===== config.mk =====
export PLATFORM = sky130hd
export DESIGN_NAME = screen_scroll_ctrl
export DESIGN_NICKNAME = d
export VERILOG_FILES = /design/src/rtl/screen_scroll_ctrl.sv
export SDC_FILE = /design/constraint.sdc
export NUM_CORES = 1
export LEC_CHECK = 0
export BUFFER_PORTS_ARGS = -buffer_cell sky130_fd_sc_hd__buf_2
export CAP_MARGIN = 20
export CORE_MARGIN = 2
export CORE_UTILIZATION = 50
export CTS_BUF_LIST = sky130_fd_sc_hd__clkbuf_8 sky130_fd_sc_hd__clkbuf_16
export CTS_CLUSTER_SIZE = 40
export DETAILED_ROUTE_END_ITERATION = 8
export PLACE_DENSITY = 0.77
export SYNTH_ARGS = -nofsm -noshare
export SYNTH_HDL_FRONTEND = slang
export SYNTH_SLANG_ARGS = --single-unit

===== constraint.sdc =====
create_clock -name clock -period 3.29 [get_ports clock]
set_input_delay 0.987 -clock clock [delete_from_list [all_inputs] [get_ports clock]]
set_output_delay 0.987 -clock clock [all_outputs]
set_load 0.1 [all_outputs]

===== src/rtl/screen_scroll_ctrl.sv =====
// Shares the screen memory CPU port between the CPU and a clear / scroll-up-one-row engine.
// Optional macro SCROLL_CPU_PRIORITY_EN: CPU accesses steal cycles from a running operation.
module screen_scroll_ctrl #(
    parameter int Abits = 11,
    parameter int Dbits = 3,
    parameter int COLS  = 40,
    parameter int ROWS  = 30,
    parameter int FILL  = 0
) (
    input  logic             clock,
    input  logic             reset_n,
    input  logic             cpu_req,
    input  logic             cpu_wr,
    input  logic [Abits-1:0] cpu_addr,
    input  logic [Dbits-1:0] cpu_din,
    output logic [Dbits-1:0] cpu_dout,
    output logic             cpu_wait,
    input  logic             clear_req,
    input  logic             scroll_req,
    output logic             busy,
    output logic             done,
    output logic             mem_wr,
    output logic [Abits-1:0] mem_addr,
    output logic [Dbits-1:0] mem_din,
    input  logic [Dbits-1:0] mem_dout
);

    typedef enum logic [2:0] {IDLE, CLR, RD, WR, FIL} state_t;

    localparam logic [Abits-1:0] LAST_CELL = Abits'(COLS * ROWS - 1);
    localparam logic [Abits-1:0] LAST_COPY = Abits'(COLS * (ROWS - 1) - 1);
    localparam logic [Abits-1:0] ROW_STEP  = Abits'(COLS);
    localparam logic [Dbits-1:0] FILL_CODE = Dbits'(FILL);

    state_t           state, state_next;
    logic [Abits-1:0] idx, idx_next;
    logic [Dbits-1:0] hold, hold_next;
    logic             done_r, done_next;
    logic             engine_busy;
    logic             stall;

    assign engine_busy = (state != IDLE);

    // A stolen cycle hands the port to the CPU and freezes the engine in place.
`ifdef SCROLL_CPU_PRIORITY_EN
    assign stall = engine_busy & cpu_req;
`else
    assign stall = 1'b0;
`endif

    always_ff @(posedge clock or negedge reset_n) begin
        if (!reset_n) begin
            state  <= IDLE;
            idx    <= '0;
            hold   <= '0;
            done_r <= 1'b0;
        end else begin
            state  <= state_next;
            idx    <= idx_next;
            hold   <= hold_next;
            done_r <= done_next;
        end
    end

    always_comb begin
        state_next = state;
        idx_next   = idx;
        hold_next  = hold;
        done_next  = 1'b0;
        case (state)
            IDLE: begin
                if (clear_req) begin
                    state_next = CLR;
                    idx_next   = '0;
                end else if (scroll_req) begin
                    state_next = RD;
                    idx_next   = '0;
                end
            end
            CLR, FIL: begin
                idx_next = idx + 1'b1;
                if (idx == LAST_CELL) begin
                    state_next = IDLE;
                    done_next  = 1'b1;
                end
            end
            RD: begin
                hold_next  = mem_dout;
                state_next = WR;
            end
            WR: begin
                idx_next   = idx + 1'b1;
                state_next = (idx == LAST_COPY) ? FIL : RD;
            end
            default: state_next = IDLE;
        endcase
        if (stall) begin
            state_next = state;
            idx_next   = idx;
            hold_next  = hold;
            done_next  = 1'b0;
        end
    end

    always_comb begin
        mem_addr = cpu_addr;
        mem_din  = cpu_din;
        mem_wr   = cpu_req & cpu_wr;
        if (!stall) begin
            case (state)
                CLR, FIL: begin
                    mem_addr = idx;
                    mem_din  = FILL_CODE;
                    mem_wr   = 1'b1;
                end
                RD: begin
                    mem_addr = idx + ROW_STEP;
                    mem_din  = hold;
                    mem_wr   = 1'b0;
                end
                WR: begin
                    mem_addr = idx;
                    mem_din  = hold;
                    mem_wr   = 1'b1;
                end
                default: ;
            endcase
        end
    end

    assign busy     = engine_busy;
    assign done     = done_r;
    assign cpu_wait = engine_busy & cpu_req & ~stall;
    assign cpu_dout = mem_dout;

endmodule


* Yosys cells after proc, flatten, opt, wreduce, memory -nomap -nowiden
Cells that the tools add are included.
** Operators by class
- Div/mod/pow operators :: 0
- Order comparisons :: 0
- Bitwise logic cells :: 2
- Mux-type cells :: 13
- Multipliers :: 0
- Equality and inequality tests :: 8
- Reductions and logical operators :: 8
- Add/sub/neg operators :: 2
- Shifts and indexed selects :: 0
** Operator list (count)
- 11-bit case mux with 2 select lines :: 2
- 11-bit == test (second input constant) :: 2
- 11-bit two-way mux :: 2
- 3-bit two-way mux :: 4
- 3-bit case mux with 4 select lines :: 1
- 11-bit by 1-bit adder with 11-bit output (second input constant) :: 1
- 11-bit by 6-bit adder with 11-bit output (second input constant) :: 1
- 3-bit by 2-bit == test with 1-bit output (second input constant) :: 2
- 3-bit case mux with 2 select lines :: 1
- 2-bit AND reduction :: 2
- 2-bit OR reduction :: 2
- 3-bit by 1-bit == test with 1-bit output (second input constant) :: 1
- 3-bit == test (second input constant) :: 1
- 3-bit logical NOT :: 1
- 3-bit != test (second input constant) :: 1
- 3-bit nonzero test :: 1
- 3-bit OR reduction :: 1
- 1-bit AND :: 2
- 1-bit two-way mux :: 2
- 2-bit != test (second input constant) :: 1
- 1-bit case mux with 2 select lines :: 1
- 2-bit nonzero test :: 1
** Storage, ports and cells
- Bits in latches :: 0
- Logic and storage cells :: 37
- Bits of input ports :: 23
- Bits in read-only memories :: 0
- Flip-flop bits (word level) :: 18
- Output and inout bits :: 21
- Memories :: 0
- Bits in writable memories :: 0

* Longest topological paths before layout
- Word-level depth :: 4
- Mapped depth :: 7
- Gate-level depth less buffers :: 5

* Least setup slack after synthesis
OpenSTA, ideal clock, no wires.
- Path type :: reg2out
- Start :: register state[2]
- End :: output mem_addr[8]
- Data arrival time :: 4.588 ns
- Stages on the path, launching flop included :: 5
- Required time :: 2.303 ns
- Slack :: -2.285 ns
- Cell sequence :: dfrtp_1 buf_2 nor3b_2 nand2_1 o311ai_0
** On the way
- Longest elaborated chain between the ends :: 3
- Elaborated cells on any way between the ends :: 6
** RTL lines
- start, declared :: line 35 : state_t state, state_next;
- start signal, assigned :: line 58 : state <= state_next;
- 3-bit by 1-bit == test with 1-bit output (tied with other cells) :: line 110 : case (state)
- 3-bit OR reduction (no line)
- 11-bit case mux with 2 select lines * :: line 110
- end, declared :: line 23 : output logic [Abits-1:0] mem_addr,
Mark *: on every way between the ends. The rest lies on a longest branch, timed or not.

* Final worst setup path
- Start :: register state[1]
- End :: output mem_addr[10]
Same word-level chain as after synthesis.

==> reports/qor.txt <==
Status: finished clean
Worst slew margin: 56.7%
R2r setup slk: 1.36 ns
Final Core Density: 71.6%
Gr ovfl total: 0
# Max-Cap Violations: 0
Pwr dens: 272 nW/um^2
Yosys top cell area share: 34.4%
Sw frac: 27.2%
Post-Syn Nets: 186
Core ar.: 2480 um^2
Die X: 55.2 um
WL/cell: 16.5 um
H-Tree Depth: 1
Final Cycle Share: 95.9%
Leading post-synthesis cells by cell area: dfrtp_1 (34%), nand2_1 (8.6%), a21oi_1 (5.7%)
Busiest grt layer: met2
Clock Path Buffers: 2
Fin Hold WS: 0.493 ns
Starting density of the core: 52.9%
Static Leak: 0.000771 uW
Worst hold path endpoint: hold[0]
Number of hold buffers added after CTS: 0
DR vias/cell: 6.37
Die height: 55.2 um
Post-route cell area: 1770 um^2
Worst Path Required: 2.30 ns
CP startpoint kind: register
Filler cells: 201
Setup crit end kind: primary output
TritonCTS clock tree: built
Critical path peak fanout: 10
Total CTS buffers: 3
Sw power: 131 uW
First-pass GRT wire length: 5.93 mm
Distinct cell type count after synthesis: 45
Int Pwr: 351 uW
Multi-input gate area: 786 um^2
Fin nets: 225
Routed WL: 3.78 mm
Via count: 1459
Site Rows: 18
Critical path arrival: 2.17 ns
Comb pwr share: 14.3%
Gr usage total: 27.8%
Number of buffers added on ports: 43
Total power: 482 uW
Root buffer cell: clkbuf_8
Mapped cell area: 1310 um^2
I/O pins: 44
Postcts setup bufs: 0
Reg2Reg Depth: 5
CTS sink cnt: 18
Gp weighted congestion: 0.900
Max Freq: 317 MHz
WHS Path Cells: 2
Met2 GRT Util: 46.8%
Average size of a mapped cell: 8.14 um^2
Post-DP HPWL: 2.89 mm
M1 GR Usage: 34.7%
Post-Synthesis Cells: 161
Slew at the pin with the worst max-slew slack: 0.650 ns
WS Path Type: reg -> out
Yosys warns: 0
Largest net degree at the start of global routing: 19
Max IR drop VDD: 0.000312 V
Post-DRT Antenna Nets: 0
Initial antenna violation count: 0
M3 GR Usage: 4.57%
Fin cells: 229
Max-slew violations: 0
Placed cell area: 1720 um^2
Diodes inserted: 0
Worst skew pair latency: 0.26 ns
Hold violation count in the final report: 0
Reg2reg end: idx[2]
DRC Markers: 0
FF/Latch Area: 452 um^2
Seq/Total Area, Yosys: 34.4%
Area leader, netlist: dfrtp_1
Pre-antenna DRT Iters: 4
Setup violations, final: 0
Placed Cells: 225
Die ar.: 3050 um^2
Seq cells post-synth: 18
Layout cells sized above 1: 32.7%
R2R Path Start: state[2]
Crit path time final: 3.16 ns
Clock Power Share: 39.2%
RSZ-0062 raised after global routing: no
Hold_sp: hold[0]
HP Class: reg -> reg
Number of global-route vias before repair: 1313
CTS clk-pin slew, worst paths: 0.08 ns
Initial DRC Count: 66
Clock skew: 0.00361 ns
Reg power frac: 46.5%
Area grow syn2layout: 35.4%
## synthesized netlist by cell type (all sizes together)
cell	number
o21ai	15
nor3	4
nand4	2
nand2b	1
nand2	30
a22o	4
nor2b	3
nand3	7
o311ai	2
a21o	1
a41oi	1
or2	1
and4	1
a221o	2
a211oi	2
mux2	3
buf	8
a21oi	15
o31ai	2
and3	1
inv	1
o21bai	2
nor3b	1
xnor2	1
or3b	2
or4	1
a31oi	2
nor4	1
o41ai	1
nor2	4
nand3b	1
nor4b	1
clkbuf	7
and4b	1
dfrtp	18
a22oi	1
o211ai	4
or3	2
ha	2
and2	2
mux2i	1
## worst max-delay path by stage
stage / startpoint / to / slack, ns / cells past startpoint
2_1_floorplan: state[0] / mem_addr[6] / -0.16 / 4
3_3_place_gp: state[1] / mem_addr[9] / 0.34 / 4
3_5_place_dp: state[1] / mem_addr[10] / 0.28 / 4
4_1_cts: state[1] / mem_addr[10] / 0.1 / 4
5_1_grt: idx[4] / mem_addr[9] / 0.05 / 6
6_report: state[1] / mem_addr[10] / 0.13 / 4
## layer usage
metal,up-vias,share of wire [%],wire (um)
li1,667,-,-
met1,664,38,1420
met2,112,49,1860
met3,16,10,393
met4,0,2.7,102
met5,-,0,0
## cells by family after synthesis
family / share of synthesized area [%]
xor+xnor: 0.669
compound gates: 26.2
buf+inv: 7.64
mux: 3.34
fa+ha+maj: 1.91
flops: 34.4
simple gates: 25.9
## through the flow
step | TNS (ns) | setup WS, ns
after detailed placement | 0 | 0.279
after global placement | 0 | 0.344
after floorplan | -0.213 | -0.156
after global routing | 0 | 0.0489
after CTS | 0 | 0.0954
final | 0 | 0.134
## flip-flops by register name, summed over array words and instances (netlist names)
name / cells
done: 1
idx: 11
hold: 3
state: 3
## repair_timing
item / in CTS / in global routing
resized for setup: 1 / 1
setup endpoints to repair: 2 / 1
endpoints found under the hold margin: 0 / 0
## power by group through the flow
stage / Clock (uW) / Combinational [uW] / Sequential (uW)
floorplan: 0 / 41.1 / 228
global placement: 0 / 68.2 / 228
detailed placement: 0 / 69.3 / 228
CTS: 189 / 69.5 / 224
global route: 196 / 72.6 / 224
finish: 189 / 68.9 / 224
## cell usage in the layout, fill, tap and decap left out, drive strengths merged, types with 2 or more instances in the layout
master / Yosys / routed
buf: 8 / 49
nand2: 30 / 30
dfrtp: 18 / 18
o21ai: 15 / 15
a21oi: 15 / 15
nand3: 7 / 7
nor2: 4 / 4
o211ai: 4 / 4
nor3: 4 / 4
a22o: 4 / 4
clkbuf: 7 / 4
nor2b: 3 / 3
mux2: 3 / 3
or3b: 2 / 2
a221o: 2 / 2
a31oi: 2 / 2
nand4: 2 / 2
or3: 2 / 2
a211oi: 2 / 2
and2: 2 / 2
o21bai: 2 / 2
o31ai: 2 / 2
ha: 2 / 2
o311ai: 2 / 2
## final cells by class
class	instances	area share (%)
inverter	1	0.212
multi-input combinational	127	44.3
clock buffer	4	3.10
sequential	18	25.5
tap	30	2.12
timing repair buffer	49	24.8
## critical path, stage by stage (launching register included)
cell     delay, ns
dfrtp_2       0.46
or3b_4        0.45
and3_1        0.30
a221o_1       0.40
buf_2         0.30
No activity file was read; power rests on OpenSTA's default activity.
